**src/rtl/ecpri_pkg.sv**
```systemverilog
// ecpri_pkg: shared eCPRI constants, remote-memory header layout and the
// request/response state encoding used by the rx parser and tx builder.
package ecpri_pkg;

  localparam logic [3:0] ECPRI_REV     = 4'd1;
  localparam logic [7:0] MSG_RM_ACCESS = 8'h04;

  localparam logic [3:0] RM_READ     = 4'd0;
  localparam logic [3:0] RM_WRITE    = 4'd1;
  localparam logic [3:0] RM_WRITE_NR = 4'd2;

  localparam logic [3:0] RM_REQ  = 4'd0;
  localparam logic [3:0] RM_RESP = 4'd1;
  localparam logic [3:0] RM_FAIL = 4'd2;

  localparam int CMN_HDR_LEN = 4;
  localparam int RM_HDR_LEN  = 12;

  typedef enum logic [2:0] {
    ST_IDLE = 3'd0,
    ST_HDR,
    ST_CHK,
    ST_COPY,
    ST_RESP,
    ST_DROP
  } ecpri_state_e;

  typedef struct packed {
    logic [3:0]  revision;
    logic [7:0]  msg_type;
    logic [15:0] payload_size;
    logic [7:0]  acc_id;
    logic [3:0]  rw;
    logic [3:0]  req_resp;
    logic [15:0] ele_id;
    logic [47:0] addr;
    logic [15:0] length;
  } rm_hdr_t;

  // Payload size a well-formed request must announce: only writes carry data.
  function automatic logic [16:0] rm_payload_size(input logic [3:0] rw, input logic [15:0] length);
    return 17'(RM_HDR_LEN) + ((rw != RM_READ) ? {1'b0, length} : 17'd0);
  endfunction

endpackage

```
**src/rtl/ecpri_byte_copier.sv**
```systemverilog
// ecpri_byte_copier: streams len bytes from a read-latency-1 source RAM into a
// destination RAM; each write trails its read by one cycle, done pulses after the last write.
module ecpri_byte_copier #(
  parameter int DATA_WIDTH = 8,
  parameter int ADDR_WIDTH = 16
) (
  input  logic                  clk,
  input  logic                  reset,
  input  logic                  start,
  input  logic [ADDR_WIDTH-1:0] src_base,
  input  logic [ADDR_WIDTH-1:0] dst_base,
  input  logic [ADDR_WIDTH-1:0] len,
  output logic [ADDR_WIDTH-1:0] rd_addr,
  output logic                  rd_oe,
  input  logic [DATA_WIDTH-1:0] rd_data,
  output logic [ADDR_WIDTH-1:0] wr_addr,
  output logic [DATA_WIDTH-1:0] wr_data,
  output logic                  wr_we,
  output logic                  done
);

  logic                  rd_active;
  logic [ADDR_WIDTH-1:0] rd_cnt;
  logic [ADDR_WIDTH-1:0] len_q;
  logic [ADDR_WIDTH-1:0] src_q;
  logic [ADDR_WIDTH-1:0] dst_q;
  logic                  wr_valid;
  logic [ADDR_WIDTH-1:0] wr_addr_q;

  // The write stage is the read stage delayed by one cycle; done fires once it drains.
  always_ff @(posedge clk or posedge reset) begin
    if (reset) begin
      rd_active <= 1'b0;
      rd_cnt    <= '0;
      len_q     <= '0;
      src_q     <= '0;
      dst_q     <= '0;
      wr_valid  <= 1'b0;
      wr_addr_q <= '0;
      done      <= 1'b0;
    end else begin
      wr_valid  <= rd_active;
      wr_addr_q <= dst_q + rd_cnt;
      done      <= wr_valid && !rd_active;
      if (start && !rd_active && (len != '0)) begin
        rd_active <= 1'b1;
        rd_cnt    <= '0;
        len_q     <= len;
        src_q     <= src_base;
        dst_q     <= dst_base;
      end else if (rd_active) begin
        if (rd_cnt == len_q - 1'b1) begin
          rd_active <= 1'b0;
        end
        rd_cnt <= rd_cnt + 1'b1;
      end
    end
  end

  assign rd_oe   = rd_active;
  assign rd_addr = rd_active ? (src_q + rd_cnt) : '0;
  assign wr_we   = wr_valid;
  assign wr_addr = wr_valid ? wr_addr_q : '0;
  assign wr_data = wr_valid ? rd_data : '0;

endmodule

```
**src/rtl/ecpri_rm_req_parser.sv**
```systemverilog
// ecpri_rm_req_parser: validates an eCPRI remote-memory request held in rx RAM,
// copies write payload to the payload RAM and issues a response command.
// Build macro ECPRI_RM_STATS_EN adds saturating accept/drop/busy counters.
module ecpri_rm_req_parser
  import ecpri_pkg::*;
#(
  parameter int DATA_WIDTH = 8,
  parameter int ADDR_WIDTH = 16,
  parameter int MAX_LEN    = 255
) (
  input  logic                  clk,
  input  logic                  reset,
  input  logic                  pkt_avail,
  input  logic [15:0]           pkt_len,
  output logic [ADDR_WIDTH-1:0] rx_addr,
  output logic                  rx_oe,
  input  logic [DATA_WIDTH-1:0] rx_data,
  output logic [ADDR_WIDTH-1:0] pl_addr,
  output logic [DATA_WIDTH-1:0] pl_data,
  output logic                  pl_we,
  output logic                  send_read_resp,
  output logic                  send_write_resp,
  output logic [7:0]            resp_payload_len,
  output logic [7:0]            rm_acc_id,
  output logic [15:0]           rm_ele_id,
  output logic [47:0]           rm_addr,
  output logic [15:0]           rm_len,
  input  logic                  resp_ack,
  output logic                  busy
`ifdef ECPRI_RM_STATS_EN
  ,
  output logic [15:0]           stat_rx_ok,
  output logic [15:0]           stat_rx_drop,
  output logic [15:0]           stat_rx_busy
`endif
);

  localparam logic [ADDR_WIDTH-1:0] PAYLOAD_BASE = ADDR_WIDTH'(CMN_HDR_LEN + RM_HDR_LEN);

  ecpri_state_e          state;
  ecpri_state_e          next_state;
  logic [4:0]            hdr_cnt;
  logic [4:0]            hdr_idx;
  logic                  hdr_rd;
  logic [7:0]            rx_byte;
  rm_hdr_t               hdr_q;
  logic [15:0]           pkt_len_q;
  logic                  hdr_ok;
  logic                  copy_start;
  logic                  copy_done;
  logic [ADDR_WIDTH-1:0] cp_rd_addr;
  logic                  cp_rd_oe;

  assign rx_byte = rx_data[7:0];
  assign hdr_idx = hdr_cnt - 5'd1;
  assign hdr_rd  = (state == ST_HDR) && !hdr_cnt[4];

  always_ff @(posedge clk or posedge reset) begin
    if (reset) begin
      state <= ST_IDLE;
    end else begin
      state <= next_state;
    end
  end

  // hdr_cnt drives addresses 0..15; the byte read at count k-1 arrives at count k.
  always_ff @(posedge clk or posedge reset) begin
    if (reset) begin
      hdr_cnt <= '0;
    end else if (state == ST_HDR) begin
      hdr_cnt <= hdr_cnt + 5'd1;
    end else begin
      hdr_cnt <= '0;
    end
  end

  always_ff @(posedge clk or posedge reset) begin
    if (reset) begin
      hdr_q     <= '0;
      pkt_len_q <= '0;
    end else begin
      if (state == ST_IDLE && pkt_avail) begin
        pkt_len_q <= pkt_len;
      end
      if (state == ST_HDR && hdr_cnt != 5'd0) begin
        case (hdr_idx)
          5'd0:  hdr_q.revision <= rx_byte[7:4];
          5'd1:  hdr_q.msg_type <= rx_byte;
          5'd2, 5'd3: hdr_q.payload_size <= {hdr_q.payload_size[7:0], rx_byte};
          5'd4:  hdr_q.acc_id <= rx_byte;
          5'd5: begin
            hdr_q.rw       <= rx_byte[7:4];
            hdr_q.req_resp <= rx_byte[3:0];
          end
          5'd6, 5'd7: hdr_q.ele_id <= {hdr_q.ele_id[7:0], rx_byte};
          5'd8, 5'd9, 5'd10, 5'd11, 5'd12, 5'd13: hdr_q.addr <= {hdr_q.addr[39:0], rx_byte};
          5'd14, 5'd15: hdr_q.length <= {hdr_q.length[7:0], rx_byte};
          default: ;
        endcase
      end
    end
  end

  always_comb begin
    hdr_ok = (hdr_q.revision == ECPRI_REV)
          && (hdr_q.msg_type == MSG_RM_ACCESS)
          && (hdr_q.req_resp == RM_REQ)
          && ((hdr_q.rw == RM_READ) || (hdr_q.rw == RM_WRITE) || (hdr_q.rw == RM_WRITE_NR))
          && (hdr_q.length <= 16'(MAX_LEN))
          && ({1'b0, hdr_q.payload_size} == rm_payload_size(hdr_q.rw, hdr_q.length))
          && ({1'b0, pkt_len_q} >= 17'(CMN_HDR_LEN) + {1'b0, hdr_q.payload_size});
  end

  always_comb begin
    next_state = state;
    copy_start = 1'b0;
    case (state)
      ST_IDLE: if (pkt_avail) next_state = ST_HDR;
      ST_HDR:  if (hdr_cnt == 5'd16) next_state = ST_CHK;
      ST_CHK: begin
        if (!hdr_ok) begin
          next_state = ST_DROP;
        end else if (hdr_q.rw == RM_READ) begin
          next_state = ST_RESP;
        end else if (hdr_q.length == 16'd0) begin
          next_state = (hdr_q.rw == RM_WRITE) ? ST_RESP : ST_IDLE;
        end else begin
          next_state = ST_COPY;
          copy_start = 1'b1;
        end
      end
      ST_COPY: if (copy_done) next_state = (hdr_q.rw == RM_WRITE) ? ST_RESP : ST_IDLE;
      ST_RESP: if (resp_ack) next_state = ST_IDLE;
      ST_DROP: next_state = ST_IDLE;
      default: next_state = ST_IDLE;
    endcase
  end

  ecpri_byte_copier #(
    .DATA_WIDTH (DATA_WIDTH),
    .ADDR_WIDTH (ADDR_WIDTH)
  ) u_copier (
    .clk      (clk),
    .reset    (reset),
    .start    (copy_start),
    .src_base (PAYLOAD_BASE),
    .dst_base ('0),
    .len      (ADDR_WIDTH'(hdr_q.length)),
    .rd_addr  (cp_rd_addr),
    .rd_oe    (cp_rd_oe),
    .rd_data  (rx_data),
    .wr_addr  (pl_addr),
    .wr_data  (pl_data),
    .wr_we    (pl_we),
    .done     (copy_done)
  );

  assign rx_oe   = hdr_rd | cp_rd_oe;
  assign rx_addr = hdr_rd ? ADDR_WIDTH'(hdr_cnt) : cp_rd_addr;

  assign busy             = (state != ST_IDLE);
  assign send_read_resp   = (state == ST_RESP) && (hdr_q.rw == RM_READ);
  assign send_write_resp  = (state == ST_RESP) && (hdr_q.rw == RM_WRITE);
  assign resp_payload_len = send_read_resp ? hdr_q.length[7:0] : 8'd0;
  assign rm_acc_id        = hdr_q.acc_id;
  assign rm_ele_id        = hdr_q.ele_id;
  assign rm_addr          = hdr_q.addr;
  assign rm_len           = hdr_q.length;

`ifdef ECPRI_RM_STATS_EN
  // Counters stick at all-ones rather than wrapping.
  always_ff @(posedge clk or posedge reset) begin
    if (reset) begin
      stat_rx_ok   <= '0;
      stat_rx_drop <= '0;
      stat_rx_busy <= '0;
    end else begin
      if (state == ST_CHK && hdr_ok && stat_rx_ok != 16'hFFFF) begin
        stat_rx_ok <= stat_rx_ok + 16'd1;
      end
      if (state == ST_DROP && stat_rx_drop != 16'hFFFF) begin
        stat_rx_drop <= stat_rx_drop + 16'd1;
      end
      if (pkt_avail && state != ST_IDLE && stat_rx_busy != 16'hFFFF) begin
        stat_rx_busy <= stat_rx_busy + 16'd1;
      end
    end
  end
`endif

endmodule

```
**config.mk**
```make
export PLATFORM = sky130hd
export DESIGN_NAME = ecpri_rm_req_parser
export DESIGN_NICKNAME = d
export VERILOG_FILES = /design/src/rtl/ecpri_pkg.sv /design/src/rtl/ecpri_byte_copier.sv /design/src/rtl/ecpri_rm_req_parser.sv
export SDC_FILE = /design/constraint.sdc
export NUM_CORES = 1
export LEC_CHECK = 0
export CAP_MARGIN = 20
export CORE_MARGIN = 10
export CORE_UTILIZATION = 54
export CTS_CLUSTER_SIZE = 10
export DETAILED_ROUTE_END_ITERATION = 7
export PLACE_DENSITY = 0.8
export SYNTH_ARGS = -nofsm -noshare
export SYNTH_HDL_FRONTEND = slang
export SYNTH_SLANG_ARGS = --single-unit
```
**constraint.sdc**
```tcl
create_clock -name clk -period 9.1 [get_ports clk]
set_input_delay 2.275 -clock clk [delete_from_list [all_inputs] [get_ports clk]]
set_output_delay 2.275 -clock clk [all_outputs]
set_load 0.02 [all_outputs]
```
==> results of run 1 <==
-- cell type report --
type,count,area (sq um)
clock buffers,18,439
clock inverters,14,156
fillers,1605,6920
inverters,16,67.6
multi-input cells,617,4720
flip-flops and latches,200,5000
well taps,265,332
repair buffers,175,1770
-- per-layer routing --
| metal | global-route usage [%] | up-vias | wire, microns |
|---|---|---|---|
| met5 | 0 | - | 0 |
| met3 | 6.01 | 22 | 1710 |
| met2 | 31.6 | 234 | 12100 |
| met4 | 4.67 | 0 | 351 |
| li1 | - | 3389 | - |
| met1 | 24.9 | 3607 | 10900 |
-- metrics by stage --
stage	power [W]	std cells	util [%]	hold slack, ns	setup slack [ns]
finish	0.00362	1305	64.4	0.492	2.88
global route	0.00385	1305	64.4	0.500	2.83
CTS	0.00365	1303	64.1	0.490	2.86
detailed placement	0.00288	1271	61.0	0.465	2.87
global placement	0.00282	1271	61.0	0.471	2.89
floorplan	0.00251	970	-	0.352	1.37
-- logic make-up after synthesis --
family                   count (synthesis)  share of synthesized area [%]
multiplexers                           151                           15.9
XOR/XNOR                                73                           6.01
AO/OA/AOI/OAI                           93                           5.64
adder cells (fa/ha/maj)                 28                           3.29
AND/OR/NAND/NOR                        272                           13.5
flip-flops                             200                           47.1
buffers and inverters                  153                           8.60
-- worst reg2reg max path: stages, from the launching register on --
cell	delay (ns)
dfrtp_1	0.40
or4_1	0.55
nand2_1	0.13
ha_1	0.32
nand4b_1	0.25
nor2_1	0.28
o2111ai_1	0.15
or4_1	0.58
or4b_2	0.66
nor4_1	0.41
a41oi_1	0.46
mux2_2	0.42
-- worst paths after layout --
| check | start | endpoint | slack (ns) |
|---|---|---|---|
| worst max-delay path | rx_data[2] | pl_data[2] | 2.88 |
| worst min-delay path | u_copier.src_q[4]$_DFFE_PP0P_ | u_copier.src_q[4]$_DFFE_PP0P_ | 0.49 |
| worst max register to register | hdr_q[85]$_DFFE_PP0P_ | u_copier.rd_cnt[0]$_DFFE_PP0P_ | 4.38 |
| worst min register to register | u_copier.src_q[4]$_DFFE_PP0P_ | u_copier.src_q[4]$_DFFE_PP0P_ | 0.49 |
| max in group asynchronous | reset | u_copier.src_q[4]$_DFFE_PP0P_ | 5.40 |
| min in group asynchronous | reset | pkt_len_q[3]$_DFFE_PP0P_ | 2.43 |
-- synth_stat cells, types with 2 or more instances --
master	instances	area share (%)
a211o_1	2	0.16
a211oi_1	3	0.21
a21o_1	3	0.21
a21oi_1	15	0.71
a22o_1	5	0.41
a22oi_1	4	0.28
a31oi_1	3	0.18
a41oi_1	4	0.33
and2_1	37	2.2
and3_1	9	0.53
and4_1	2	0.16
buf_1	2	0.071
buf_2	2	0.094
buf_4	88	6.2
clkbuf_1	44	1.6
dfrtp_1	200	47
ha_1	28	3.3
inv_1	16	0.56
mux2_2	146	15
mux2i_1	5	0.47
nand2_1	51	1.8
nand2b_1	7	0.41
nand3_1	20	0.94
nand3b_1	3	0.21
nand4_1	14	0.82
nor2_1	65	2.3
nor2b_1	15	0.88
nor3_1	9	0.42
nor4_1	11	0.65
nor4b_1	3	0.25
o2111ai_1	4	0.33
o211ai_1	5	0.35
o21ai_0	34	1.6
o22ai_1	2	0.12
o41ai_1	2	0.16
or2_2	4	0.24
or3_1	6	0.35
or4_1	9	0.64
xnor2_1	36	3.0
xor2_1	37	3.0
-- flip-flops by register name, summed over array words and instances, names as in the netlist --
signal,flops
hdr_cnt,5
hdr_q,36
pkt_len_q,16
rm_acc_id,8
rm_addr,48
rm_ele_id,16
rm_len,16
state,3
u_copier.done,1
u_copier.len_q,16
u_copier.rd_cnt,16
u_copier.rd_oe,1
u_copier.src_q,1
u_copier.wr_addr_q,16
u_copier.wr_we,1
-- where the power goes --
group / internal [W] / switching, W
clock network: 0.000399 / 0.000360
registers: 0.00114 / 0.000323
logic: 0.000726 / 0.000669
==> flow_summary.json, run 1 <==
{
  "htree_levels": 4,
  "routabilityCongestion": 0.871,
  "ys_ff_latch": 200,
  "cts_tree": "done",
  "fmax_ghz": 0.161,
  "cp_data_required_time_ns": 6.83,
  "final-setup-viol-count": 0,
  "min_period_ns": 6.22,
  "synthArstFlopShare_pct": 100,
  "worstSkewPairLatency_ns": 0.43,
  "die_width_microns": 160,
  "start_util_pct": 54.8,
  "syn_area_sq_um": 10600,
  "syn-instance-count": 970,
  "core-area_sq_um": 19400,
  "drv_cap": 0,
  "grt_setup_unrepaired": "false",
  "grt_pass1_vias": 7278,
  "floorplan.rows": 51,
  "whs_path_depth": 1,
  "antenna_found_initial": 0,
  "status": "finished, final reports clean",
  "layout-drive-gt1-share_pct": 18.8,
  "grt_overflow": 0,
  "die-area_sq_um": 25700,
  "dpl_cell_area_sq_um": 11800,
  "grt_first_pass_wirelength_microns": 40500,
  "worstSetupEndpointType": "output port",
  "cts_buffers": 17,
  "ios": 169,
  "path_class": "input pin to output port",
  "synth-warning-count": 0,
  "cpPeakStageDelay_ns": 0.75,
  "cp_top_family": "buffers and inverters",
  "nNetsFinal": 1083,
  "worst_path_max_delay_cell": "clkdlybuf4s50_1",
  "holdCritPathClass": "flip-flop to flip-flop",
  "seq_area_frac_synth_pct": 47.1,
  "viasPerCell": 5.56,
  "syn_to_final_growth_pct": 17.4,
  "cp_num_buf_inv": 2,
  "cp.depth": 3,
  "grt_start_max_net_pins": 121,
  "vias": 7252,
  "setup_tns_ns": 0,
  "vdd_drop_max_v": 0.000169,
  "finish.instance_area_sq_um": 12500,
  "track_usage_pct": 19.5,
  "syn_nets": 1026,
  "firstDrtPassIters": 5,
  "worstMarginPinSlew_ns": 1.05,
  "path_max_fanout": 8,
  "portBuffers": 168,
  "clock_path_buffers": 2,
  "post-route-period-util_pct": 68.4,
  "antenna_cells": 0,
  "drt_iter0_markers": 456,
  "finalMaxSlewViolations": 0,
  "clock_sinks": 200,
  "fin_worst_skew_ns": 0.0160,
  "slew-limit-headroom_pct": 29.7,
  "cts_hold_buf": 0,
  "wl_microns": 25000,
  "synth_edf_count": 0,
  "postSynthAreaPerCell_sq_um": 11.0,
  "clk_pin_slew_ns": 0.07,
  "antenna_left": 0,
  "root_buffer": "clkbuf_16",
  "reg2reg_depth": 11,
  "path_cells": "clkdlybuf4s50_1 > and2_1 > clkdlybuf4s50_1",
  "final_common_cell": "dfrtp_1",
  "p_per_area_nw_per_um2": 290,
  "dp_hpwl_microns": 17800,
  "cp_common_cell": "clkdlybuf4s50_1",
  "synth-main-ff-cell": "dfrtp_1",
  "post_cts_buffers": 0,
  "cp-start-kind": "input pin",
  "wl_per_cell_microns": 19.2,
  "finalHoldViolations": 0,
  "cts.repair.resized": 0,
  "p_leak_nw": 5.38,
  "yosysUniqueCellTypes": 55,
  "crit_arrival_ns": 3.95,
  "drcViolationCount": 0,
  "die_h_microns": 160,
  "layout_common_cells": "200 x dfrtp_1, 168 x clkdlybuf4s50_1, 146 x mux2_2"
}
Power figures use the tool's default switching activity.
==> run 2, diff against run 1 <==
==> constraint.sdc (replaced) <==
create_clock -name clk -period 6.5 [get_ports clk]
set_input_delay 1.625 -clock clk [delete_from_list [all_inputs] [get_ports clk]]
set_output_delay 1.625 -clock clk [all_outputs]
set_load 0.02 [all_outputs]
==> flow_summary.json, run 2 (same netlist as run 1, synthesis figures left out) <==
{
  "vdd_drop_max_v": 0.000191,
  "viasPerCell": 5.50,
  "timing.rr.start": "hdr_q[84]$_DFFE_PP0P_",
  "worstMarginPinSlew_ns": 1.02,
  "crit_arrival_ns": 3.31,
  "largest_reg_flops": 48,
  "r2r_setup_slack_ns": 1.86,
  "path_max_fanout": 9,
  "layout-drive-gt1-share_pct": 18.9,
  "reg2reg_depth": 11,
  "die_h_microns": 160,
  "clock_path_buffers": 2,
  "holdCritPathClass": "flip-flop to flip-flop",
  "worstSetupEndpointType": "output port",
  "whs_ns": 0.506,
  "final_core_util_pct": 64.2,
  "post-route-period-util_pct": 76.0,
  "syn_to_final_growth_pct": 17.0,
  "clk_pin_slew_ns": 0.07,
  "cp-start-kind": "input pin",
  "die_width_microns": 160,
  "p_per_area_nw_per_um2": 403,
  "antenna_cells": 0,
  "finalMaxSlewViolations": 0,
  "finalHoldViolations": 0,
  "slew-limit-headroom_pct": 32.2,
  "core-area_sq_um": 19400,
  "drt_iter0_markers": 367,
  "antenna_left": 0,
  "track_usage_pct": 19.1,
  "routabilityCongestion": 0.860,
  "firstDrtPassIters": 5,
  "p_leak_nw": 5.36,
  "start_util_pct": 54.8,
  "setup_tns_ns": 0,
  "die-area_sq_um": 25700,
  "worst_path_max_delay_cell": "clkdlybuf4s50_1",
  "cts_buffers": 17,
  "grt_first_pass_wirelength_microns": 39900,
  "fmax_ghz": 0.202,
  "htree_levels": 4,
  "worstReg2RegEnd": "u_copier.rd_cnt[0]$_DFFE_PP0P_",
  "min_period_ns": 4.94,
  "worstSkewPairLatency_ns": 0.42,
  "grt_overflow": 0,
  "cts_hold_buf": 0,
  "grt_pass1_vias": 7370,
  "status": "finished, final reports clean",
  "cp_common_cell": "clkdlybuf4s50_1",
  "vias": 7187,
  "drcViolationCount": 0,
  "cts_tree": "done",
  "antenna_found_initial": 0,
  "fin_worst_skew_ns": 0.0104,
  "root_buffer": "clkbuf_16",
  "path_class": "input pin to output port",
  "wl_microns": 24700,
  "cp_data_required_time_ns": 4.88,
  "fill_cells": 1570,
  "wl_per_cell_microns": 18.9,
  "crit_path_end": "pl_data[5]",
  "nNetsFinal": 1084,
  "worstSetupStartpoint": "rx_data[5]",
  "layout_common_cells": "200 x dfrtp_1, 168 x clkdlybuf4s50_1, 146 x mux2_2",
  "portBuffers": 168,
  "grt_setup_unrepaired": "false",
  "post_cts_buffers": 0,
  "final_common_cell": "dfrtp_1",
  "path_cells": "clkdlybuf4s50_1 > and2_1 > clkdlybuf4s50_1",
  "dp_hpwl_microns": 17700,
  "cts.repair.resized": 0,
  "drv_cap": 0,
  "floorplan.rows": 51,
  "ios": 169,
  "clock_sinks": 200,
  "cpPeakStageDelay_ns": 0.78,
  "grt_start_max_net_pins": 110,
  "final-setup-viol-count": 0
}
-- run 2: changes by cell type in the layout (fill, tap and decap cells not counted), sizes merged --
cell,before,now
clkinvlp,1,4
inv,23,21
buf,7,8
clkbuf,18,17
-- run 2: metrics by stage --
step	cells	area, sq um	power (W)	worst slack (ns)
6_report	1306	12400	0.00501	1.56
5_1_grt	1306	12400	0.00534	1.52
2_1_floorplan	970	10600	0.00352	2.29
3_5_place_dp	1273	11900	0.00403	1.59
3_3_place_gp	1273	11900	0.00397	1.56
4_1_cts	1305	12400	0.00506	1.53
-- run 2: how the worst min path moves through the flow --
stage                                          from                                to  slack (ns)  cells past startpoint
floorplan           u_copier.rd_cnt[11]$_DFFE_PP0P_  u_copier.wr_addr_q[11]$_DFF_PP0_        0.35                      0
global placement      u_copier.src_q[4]$_DFFE_PP0P_     u_copier.src_q[4]$_DFFE_PP0P_        0.48                      1
detailed placement    u_copier.src_q[4]$_DFFE_PP0P_     u_copier.src_q[4]$_DFFE_PP0P_        0.48                      1
CTS                   u_copier.src_q[4]$_DFFE_PP0P_     u_copier.src_q[4]$_DFFE_PP0P_        0.51                      1
global route                 hdr_q[119]$_DFFE_PP0P_            hdr_q[119]$_DFFE_PP0P_        0.52                      1
finish                      rm_addr[45]$_DFFE_PP0P_           rm_addr[45]$_DFFE_PP0P_        0.51                      1
-- run 2: area by class of cell --
cell class	instances	area (sq um)	area share, %
Clock inverter	15	140	1.13
Inverter	16	63.8	0.513
Sequential cell	200	5000	40.2
Multi-Input combinational cell	617	4720	37.9
Timing Repair Buffer	176	1760	14.2
Clock buffer	17	425	3.42
Tap cell	265	332	2.66
-- run 2: power by group --
group	internal (W)	switching [W]	total [W]
registers	0.00160	0.000453	0.00205
logic	0.00101	0.000931	0.00195
clock network	0.000537	0.000478	0.00101
-- run 2: per-layer routing --
layer,track usage (%),vias up,routed length [microns]
met1,23.5,3535,10600
met4,5.51,0,453
met3,5.57,33,1610
met2,32.0,225,12000
li1,-,3394,-
met5,0,-,0
-- run 2: worst max-delay path: cells and delay by family --
family | cells | cell delay, ns
buf+inv | 2 | 1.42
simple gates | 1 | 0.26
